<file path="src/rtl/uart_rx_deserializer.sv">
// uart_rx_deserializer
// 8N1 UART receive front end. The raw rx pin is synchronised and oversampled 16x.
// Start, data and stop bits are resolved by a 2-of-3 vote on ticks 7, 8 and 9.
// Good bytes land in a single-entry holding register with a valid/ren handshake.
// Framing errors and overruns are reported as sticky flags.

module uart_rx_deserializer #(
    parameter int OVS_DIV     = 14,
    parameter int DATA_BITS   = 8,
    parameter int SYNC_STAGES = 2
) (
    input  logic                 clk,
    input  logic                 rst_n,
    input  logic                 rx,
    input  logic                 rx_ren,
    input  logic                 clr_err,
    output logic [DATA_BITS-1:0] rx_byte,
    output logic                 rx_valid,
    output logic                 frame_err,
    output logic                 overrun,
    output logic                 busy
);

    localparam int DIV_W = (OVS_DIV > 1) ? $clog2(OVS_DIV) : 1;
    localparam int IDX_W = (DATA_BITS > 1) ? $clog2(DATA_BITS) : 1;
    localparam logic [DIV_W-1:0] DIV_LAST = DIV_W'(OVS_DIV - 1);
    localparam logic [IDX_W-1:0] IDX_LAST = IDX_W'(DATA_BITS - 1);

    typedef enum logic [2:0] {
        ST_WAIT_IDLE,
        ST_IDLE,
        ST_START,
        ST_DATA,
        ST_STOP
    } state_t;

    state_t                 state_q,     state_d;
    logic [SYNC_STAGES-1:0] sync_q,      sync_d;
    logic                   rxs_prev_q,  rxs_prev_d;
    logic [DIV_W-1:0]       div_cnt_q,   div_cnt_d;
    logic [3:0]             ovs_cnt_q,   ovs_cnt_d;
    logic [1:0]             samp_q,      samp_d;
    logic [IDX_W-1:0]       bit_idx_q,   bit_idx_d;
    logic [DATA_BITS-1:0]   shift_q,     shift_d;
    logic [DATA_BITS-1:0]   rx_byte_q,   rx_byte_d;
    logic                   rx_valid_q,  rx_valid_d;
    logic                   frame_err_q, frame_err_d;
    logic                   overrun_q,   overrun_d;
    logic                   busy_q,      busy_d;

    logic rxs;
    logic start_edge;
    logic tick;
    logic bit_end;
    logic vote_now;
    logic vote;
    logic load;

    assign rxs        = sync_q[SYNC_STAGES-1];
    assign start_edge = rxs_prev_q & ~rxs;
    assign tick       = (div_cnt_q == DIV_LAST);
    assign bit_end    = tick && (ovs_cnt_q == 4'd15);
    assign vote_now   = tick && (ovs_cnt_q == 4'd9);
    assign vote       = (samp_q[0] & samp_q[1]) | (samp_q[0] & rxs) | (samp_q[1] & rxs);

    // Next-state logic: tick generation, bit voting, frame FSM and holding-register handshake.
    always_comb begin
        state_d     = state_q;
        sync_d      = {sync_q[SYNC_STAGES-2:0], rx};
        rxs_prev_d  = rxs;
        div_cnt_d   = tick ? '0 : div_cnt_q + 1'b1;
        ovs_cnt_d   = tick ? ovs_cnt_q + 4'd1 : ovs_cnt_q;
        samp_d      = samp_q;
        bit_idx_d   = bit_idx_q;
        shift_d     = shift_q;
        rx_byte_d   = rx_byte_q;
        rx_valid_d  = rx_valid_q & ~rx_ren;
        frame_err_d = frame_err_q & ~clr_err;
        overrun_d   = overrun_q & ~clr_err;
        load        = 1'b0;

        if (tick && (ovs_cnt_q == 4'd7)) begin
            samp_d[0] = rxs;
        end
        if (tick && (ovs_cnt_q == 4'd8)) begin
            samp_d[1] = rxs;
        end

        case (state_q)
            ST_WAIT_IDLE: begin
                // ovs_cnt doubles as the count of consecutive high ticks here
                if (!rxs) begin
                    ovs_cnt_d = 4'd0;
                end else if (bit_end) begin
                    state_d = ST_IDLE;
                end
            end
            ST_IDLE: begin
                if (start_edge) begin
                    state_d   = ST_START;
                    div_cnt_d = '0;
                    ovs_cnt_d = 4'd0;
                end
            end
            ST_START: begin
                if (vote_now && vote) begin
                    state_d = ST_IDLE;
                end else if (bit_end) begin
                    state_d   = ST_DATA;
                    bit_idx_d = '0;
                end
            end
            ST_DATA: begin
                if (vote_now) begin
                    shift_d = {vote, shift_q[DATA_BITS-1:1]};
                end
                if (bit_end) begin
                    if (bit_idx_q == IDX_LAST) begin
                        state_d = ST_STOP;
                    end else begin
                        bit_idx_d = bit_idx_q + 1'b1;
                    end
                end
            end
            ST_STOP: begin
                // Decide mid stop bit so the next start edge is never missed
                if (vote_now) begin
                    if (vote) begin
                        load    = 1'b1;
                        state_d = ST_IDLE;
                    end else begin
                        frame_err_d = 1'b1;
                        ovs_cnt_d   = 4'd0;
                        state_d     = ST_WAIT_IDLE;
                    end
                end
            end
            default: begin
                state_d = ST_WAIT_IDLE;
            end
        endcase

        if (load) begin
            if (!rx_valid_q || rx_ren) begin
                rx_byte_d  = shift_q;
                rx_valid_d = 1'b1;
            end else begin
                overrun_d = 1'b1;
            end
        end

        busy_d = (state_d != ST_IDLE);
    end

    // State and output registers with synchronous active-low reset.
    always_ff @(posedge clk) begin
        if (!rst_n) begin
            state_q     <= ST_WAIT_IDLE;
            sync_q      <= '1;
            rxs_prev_q  <= 1'b1;
            div_cnt_q   <= '0;
            ovs_cnt_q   <= 4'd0;
            samp_q      <= 2'b00;
            bit_idx_q   <= '0;
            shift_q     <= '0;
            rx_byte_q   <= '0;
            rx_valid_q  <= 1'b0;
            frame_err_q <= 1'b0;
            overrun_q   <= 1'b0;
            busy_q      <= 1'b1;
        end else begin
            state_q     <= state_d;
            sync_q      <= sync_d;
            rxs_prev_q  <= rxs_prev_d;
            div_cnt_q   <= div_cnt_d;
            ovs_cnt_q   <= ovs_cnt_d;
            samp_q      <= samp_d;
            bit_idx_q   <= bit_idx_d;
            shift_q     <= shift_d;
            rx_byte_q   <= rx_byte_d;
            rx_valid_q  <= rx_valid_d;
            frame_err_q <= frame_err_d;
            overrun_q   <= overrun_d;
            busy_q      <= busy_d;
        end
    end

    assign rx_byte   = rx_byte_q;
    assign rx_valid  = rx_valid_q;
    assign frame_err = frame_err_q;
    assign overrun   = overrun_q;
    assign busy      = busy_q;

endmodule

</file>
<file path="config.mk">
export PLATFORM = sky130hd
export DESIGN_NAME = uart_rx_deserializer
export DESIGN_NICKNAME = d
export VERILOG_FILES = /design/src/rtl/uart_rx_deserializer.sv
export SDC_FILE = /design/constraint.sdc
export NUM_CORES = 1
export LEC_CHECK = 0
export ABC_AREA = 1
export BUFFER_PORTS_ARGS = -buffer_cell sky130_fd_sc_hd__buf_2
export CAP_MARGIN = 20
export CORE_ASPECT_RATIO = 1.2
export CORE_UTILIZATION = 60
export CTS_BUF_LIST = sky130_fd_sc_hd__clkbuf_8
export DETAILED_ROUTE_END_ITERATION = 8
export PLACE_DENSITY = 0.81
export SLEW_MARGIN = 30
export SYNTH_ARGS = -nofsm -noshare
export SYNTH_HDL_FRONTEND = slang
export SYNTH_SLANG_ARGS = --single-unit
</file>
<file path="constraint.sdc">
create_clock -name clk -period 2.4 [get_ports clk]
set_input_delay 0.48 -clock clk [delete_from_list [all_inputs] [get_ports clk]]
set_output_delay 0.48 -clock clk [all_outputs]
set_load 0.05 [all_outputs]
</file>
---- Word-level counts from Yosys, hierarchy flattened ----
Index checks and enable logic that the tools add are counted.
word-level totals
  register bits after elaboration ......... 39
  input bits .............................. 5
  output and inout bits ................... 12
  word-level logic and storage cells ...... 90
operators by class
  add/sub/neg operators ................... 3
  equal/unequal tests ..................... 15
  multiplexer cells ....................... 34
  bitwise operators ....................... 12
  reductions and logical operators ........ 12
operators with widths
  cell                                                                     number
  3-bit two-way mux                                                        12
  4-bit two-way mux                                                        8
  4-bit == test, second input constant                                     4
  3-bit one-hot mux with 5 select lines                                    1
  4-bit one-hot mux with 3 select lines                                    1
  1-bit two-way mux                                                        11
  4-bit by 1-bit adder with 4-bit output, second input constant            2
  2-bit inequality test, second input constant                             4
  1-bit bitwise AND                                                        7
  3-bit by 2-bit == test with 1-bit output, second input constant          2
  3-bit == test, second input constant                                     2
  3-bit one-hot mux with 2 select lines                                    1
  1-bit logical AND                                                        5
  5-bit AND reduction                                                      1
  4-bit by 3-bit == test with 1-bit output, second input constant          1
  2-bit AND reduction                                                      2
  3-bit by 1-bit adder with 3-bit output, second input constant            1
  3-bit by 1-bit == test with 1-bit output, second input constant          1
  3-bit zero test                                                          1
  3-bit by 1-bit inequality test with 1-bit output, second input constant  1
  1-bit NOT                                                                3
  1-bit OR                                                                 2
  2-bit nonzero test                                                       1
  1-bit zero test                                                          1
  1-bit logical OR                                                         1

---- Longest topological paths before layout ----
  depth in word-level cells ............... 7
  gate-level depth with buffers ........... 10
  gate-level depth less buffers ........... 10

---- Worst setup path before layout ----
OpenSTA, ideal clock, no wires.
  path kind ............................... reg-to-reg
  from .................................... reg rx_valid_q (netlist: rx_valid)
  to ...................................... reg rx_byte_q[0] (netlist: rx_byte[0])
  library setup time ...................... 70 ps
  data arrival time ....................... 1435 ps
  data required time ...................... 2330 ps
  slack ................................... 894 ps
  stages on the path, launching flop included .. 7
  buffers on the path ..................... 0
  cells stage by stage .................... dfxtp_1 > inv_1 > nor2_1 > clkinv_1 > nand2_1 > nand2_1 > a21oi_1
between the ends
  longest elaborated chain between the ends .. 3
RTL lines
  what                                  RTL line  RTL
  start, declared                       46        logic rx_valid_q, rx_valid_d;
  start signal, assigned                181       rx_valid_q <= rx_valid_d;
  1-bit zero test                       144       if (!rx_valid_q || rx_ren) begin
  1-bit logical OR                      144
  2-bit AND reduction (no source line)  --
  end signal, assigned                  180       rx_byte_q <= rx_byte_d;
  end, declared                         45        logic [DATA_BITS-1:0] rx_byte_q, rx_byte_d;
Every way passes these cells.
A chain may end at the register's enable or synchronous reset.

---- Worst setup path after layout ----
  from .................................... reg ovs_cnt_q[1]
  to ...................................... reg rx_byte_q[1] (netlist: rx_byte[1])
between the ends
  longest elaborated chain between the ends .. 5
RTL lines
  what                                  RTL line  RTL
  start, declared                       41        logic [3:0] ovs_cnt_q, ovs_cnt_d;
  start signal, assigned                176       ovs_cnt_q <= ovs_cnt_d;
  4-bit == test                         63        assign vote_now = tick && (ovs_cnt_q == 4'd9);
  1-bit logical AND                     63
  1-bit two-way mux                     127       if (vote_now) begin
  1-bit two-way mux                     89        case (state_q)
  2-bit AND reduction (no source line)  --
Every way passes these cells.

==> flow_results.org <==
** GRT
- The first global-routing pass estimated 5554 um of wire.
- Summed over all layers, the global routing overflow is 0.
- Global routing consumed, over all layers together, 24.11% of the routing resources.
- Initial antenna violation count :: 0
- Entering global routing, the biggest net connects 23 pins.
- The number of global-route vias before repair is roughly 1300.

** Cells and area
- After the last flow step, the layout net total stands at 277.
- Summing all flip-flop and latch instances after layout gives 780.7 um^2.
- Filler Cells Inserted :: 240
- After routing the design area is 1952 um^2.
- Synthesis-to-finish area growth :: 9.859%
- Summing all multi-input logic gate instances after layout gives 854.6 um^2.
- Share of layout cells above drive strength 1 :: 12.31%
- Final Instance Count excl. Fillers :: 302
- 0 antenna diodes ended up in the layout.

** Synth
- Share of the synthesized area in the top cell type :: 43.94%
- Summing the areas of all and, or, nand and nor instances in the mapped netlist gives 33.03% of the synthesized area.
- Among all flip-flop cells after synthesis, the most frequent one is sky130_fd_sc_hd__dfxtp_1.
- The number of different library cells used by synthesis comes to 21.
- Synth Cell Area :: 1777 um^2
- Flops & latches, synth :: 39
- In this run, synthesis inferred 0 flip-flops with an integrated enable.
- Post-synthesis sequential area ratio :: 43.94%
- Most used standard cell by instance count after synthesis :: sky130_fd_sc_hd__nand2_1
- Of the total synthesized cell area, the portion taken by full adders, half adders and majority gates is 3.521%.
- The synthesized netlist devotes between 10% and 20% of its cell area to compound gates.
- When the netlist entered floorplanning its net count stood at 260.
- Of the post-synthesis cell area, the part taken by muxes is 0%.
- Most area-hungry cell type in the Yosys netlist :: sky130_fd_sc_hd__dfxtp_1
- Yosys printed 0 warnings.
- Ranked by total cell area, the synthesized netlist is headed by sky130_fd_sc_hd__dfxtp_1 (44%), sky130_fd_sc_hd__nand2_1 (11%), sky130_fd_sc_hd__nand3_1 (9.3%), sky130_fd_sc_hd__nor2_1 (7.4%), sky130_fd_sc_hd__a21oi_1 (6.8%).
- Post-synthesis area per instance :: roughly 7 um^2
- Post-synthesis instance total :: 250
- By count the netlist is led by sky130_fd_sc_hd__nand2_1 (52), sky130_fd_sc_hd__dfxtp_1 (39), sky130_fd_sc_hd__nor2_1 (35).
- Dominant combinational cell family by area after synthesis :: simple AND/OR/NAND/NOR gates
- Of the total synthesized cell area, the portion taken by XOR and XNOR cells is ~1.5%.
- For this run, asynchronously set or reset flops after synthesis account for 0%.

** Floorplanning
- Once the floorplan was initialized, standard cells occupied 63.20% of the core.
- From left edge to right edge, the die measures roughly 52 um.
- The die covers 3184 um^2.
- Standard-cell row count :: 21
- The floorplan step set the die height to just over 60 um.
- Placeable core area :: 2811 um^2
- For this design the top-level I/O count stands at 17.

** Detailed routing
- The count of nets left with antenna violations once routing finished came out at 0.
- Post-route met1 wirelength :: 1681 um
- In the final routed layout, each cell accounts on average for 11.66 um.
- After detailed routing, the number of remaining DRC violations is 0.
- Detailed routing placed a total of between 1500 and 2000 um of wire on met2.
- DR WL met3 :: about 140 um
- The detailed router finished its first iteration with 34 violations.
- Vias after detailed routing :: about 1600
- Vias per inst :: 5.291
- Number of optimization iterations in the first detailed-route pass :: 4
- The routed design has 3522 um of wire.
- Routed signal wires occupy layers up through met4.

** Power
- Part of the power in registers :: about 59%
- VDD sags by at most 0.5976 mV.
- Power per Cell Area :: 573.8 nW/um^2
- Comb power frac :: under 10%
- Switching power share of the total :: 23.08%
- Leakage component of the power :: 0.8973 nW
- Clk network pwr share :: 38.4%
- Internal power comes to between 0.0008 and 0.0009 W.
- Net load switching power :: 0.0002585 W

** CTS
- Clock root buffer :: sky130_fd_sc_hd__clkbuf_8
- Later-pin clock latency in the skew report :: just under 300 ps
- Clock sink count :: 39
- Count of instances resized after the clock tree is built :: 0
- Total CTS buffers :: 5
- Clock Pin Slew Worst Setup and Hold Paths :: 80 ps
- Number of levels the H-tree was split into :: 2
- Buffers from clock root to sink, at most :: 2
- After clock tree synthesis, the flow added hold-fix buffers numbering 0.
- TritonCTS built the clock tree.
- Once the clock tree was built, the setup fixing pass inserted 0 buffers.

** Placed design
- Placed Instances :: 294
- Placement-stage cell area :: ~1900 um^2
- During placement, the flow inserted port buffers numbering 16.
- Post-place setup slack :: roughly 520 ps
- Routability-driven placement finished with a final weighted congestion of around 0.83.
- The HPWL after detailed placement is 2444 um.

** Setup path
- Of all nets on the critical path, the largest fanout is 13.
- Max stage delay on crit path :: 330 ps
- Type of the setup path with the least slack :: reg -> reg
- For this design, the slowest cell found on the critical path is sky130_fd_sc_hd__dfxtp_1.
- Arr. time, crit path :: around 2100 ps
- Worst path top cell family by delay :: simple AND/OR/NAND/NOR gates
- The worst setup path is launched from a flop.
- Counting both buffers and inverters, the worst setup path holds a total of 1.
- STA classifies the critical path endpoint as a flop.
- Worst-path cell chain :: inv_1, ha_1, nand3_1, nor2_4, nand2_2, nor2_4, nand2_1, nand2_1, a21oi_1
- Worst path required time :: 2550 ps

** STA
- Number of hold violations in the final report :: 0
- Worst Clk Skew :: around 10 ps
- Final Worst Setup Slack :: between 400 and 500 ps
- Static timing analysis puts the maximum clock frequency at 511.2 MHz.
- Number of setup violations in the final report :: 0
- Final TNS setup :: 0 ps
- Setup repair after global routing left no endpoint under its margin.
- Transition time of the tightest slew-check pin :: 624.6 ps
- The worst path uses 81.51% of the clock period.
- Worst Hold Slack :: 376.0 ps
- Worst rel slew slack :: roughly three fifths
- The count of final max-slew check failures came to 0.
- Min cycle time layout :: 1956 ps

** Status
- Status :: completed

** Job
- The tool flagged a number of max-cap violations equal to 0.

** Worst hold path
- Path type of the worst min-delay path :: in -> reg
## stage by stage
stage / utilization (%) / total power, W
final: 69.43 / 0.001120
after floorplan: - / 0.0006961
after detailed placement: 66.40 / 0.0007049
after CTS: 69.43 / 0.001121
after global routing: 69.43 / 0.001154
after global placement: 66.40 / 0.0007041
## cell type report
class / count / share of cell area, %
Inverter: 29 / 5.577
Sequential cell: 39 / 40.00
Multi-Input combinational cell: 176 / 43.78
Clock inverter: 3 / 0.8333
Clock buffer: 5 / 3.526
Tap cell: 34 / 2.179
Timing Repair Buffer: 16 / 4.103
## layout by cell type (no fill, tap or decap)
cell type / instances
sky130_fd_sc_hd__clkinv_1: 1
sky130_fd_sc_hd__xor2_1: 3
sky130_fd_sc_hd__nor2_2: 1
sky130_fd_sc_hd__clkbuf_8: 5
sky130_fd_sc_hd__inv_2: 1
sky130_fd_sc_hd__ha_1: 5
sky130_fd_sc_hd__nor2_1: 35
sky130_fd_sc_hd__inv_1: 28
sky130_fd_sc_hd__nor2_4: 3
sky130_fd_sc_hd__nand3_1: 33
sky130_fd_sc_hd__a21oi_2: 1
sky130_fd_sc_hd__or2_2: 2
sky130_fd_sc_hd__buf_2: 16
sky130_fd_sc_hd__a21oi_1: 24
sky130_fd_sc_hd__clkinvlp_4: 1
sky130_fd_sc_hd__dfxtp_1: 39
sky130_fd_sc_hd__o21ai_0: 10
sky130_fd_sc_hd__clkinv_2: 1
sky130_fd_sc_hd__nand2_2: 1
sky130_fd_sc_hd__nand2_4: 1
sky130_fd_sc_hd__nor3_1: 5
sky130_fd_sc_hd__nand2_1: 52
## path summary, 6_finish.rpt
path                           start                       to  slack [ps]  depth (start not counted)
max reg2reg  ovs_cnt_q[1]$_SDFF_PN0_  rx_byte[1]$_SDFFE_PN0P_         440                          9
min reg2reg     sync_q[0]$_SDFF_PN1_     sync_q[1]$_SDFF_PN1_         410                          1
min                               rx     sync_q[0]$_SDFF_PN1_         380                          2
max          ovs_cnt_q[1]$_SDFF_PN0_  rx_byte[1]$_SDFFE_PN0P_         440                          9
## flip-flops by register name (all words and copies together) (netlist names)
name,flops
rx_valid,1
state_q,3
ovs_cnt_q,4
rx_byte,8
frame_err,1
bit_idx_q,3
overrun,1
samp_q,2
sync_q,2
div_cnt_q,4
shift_q,8
busy,1
rxs_prev_q,1
## power by group through the flow
| stage | combinational (W) | clock (W) | sequential (W) |
|---|---|---|---|
| after floorplan | 0.0000240 | 0 | 0.000672 |
| after global placement | 0.0000308 | 0 | 0.000673 |
| after detailed placement | 0.0000315 | 0 | 0.000673 |
| after CTS | 0.0000317 | 0.000431 | 0.000658 |
| after global routing | 0.0000357 | 0.000459 | 0.000659 |
| final | 0.0000319 | 0.000430 | 0.000658 |
## per-layer routing
| layer | vias to the layer above | GRT usage (%) |
|---|---|---|
| li1 | 830 | - |
| met1 | 725 | 28.16 |
| met2 | 32 | 39.70 |
| met3 | 11 | 8.148 |
| met4 | 0 | 11.97 |
| met5 | - | 0 |
## cell families after synthesis
logic type | Yosys count
buffers and inverters | 35
and+or+nand+nor | 133
xor gates and xnor gates | 3
AOI/OAI and AO/OA | 35
DFF | 39
adders and majority gates | 5
Note: power is estimated with default switching activity, not from simulation.
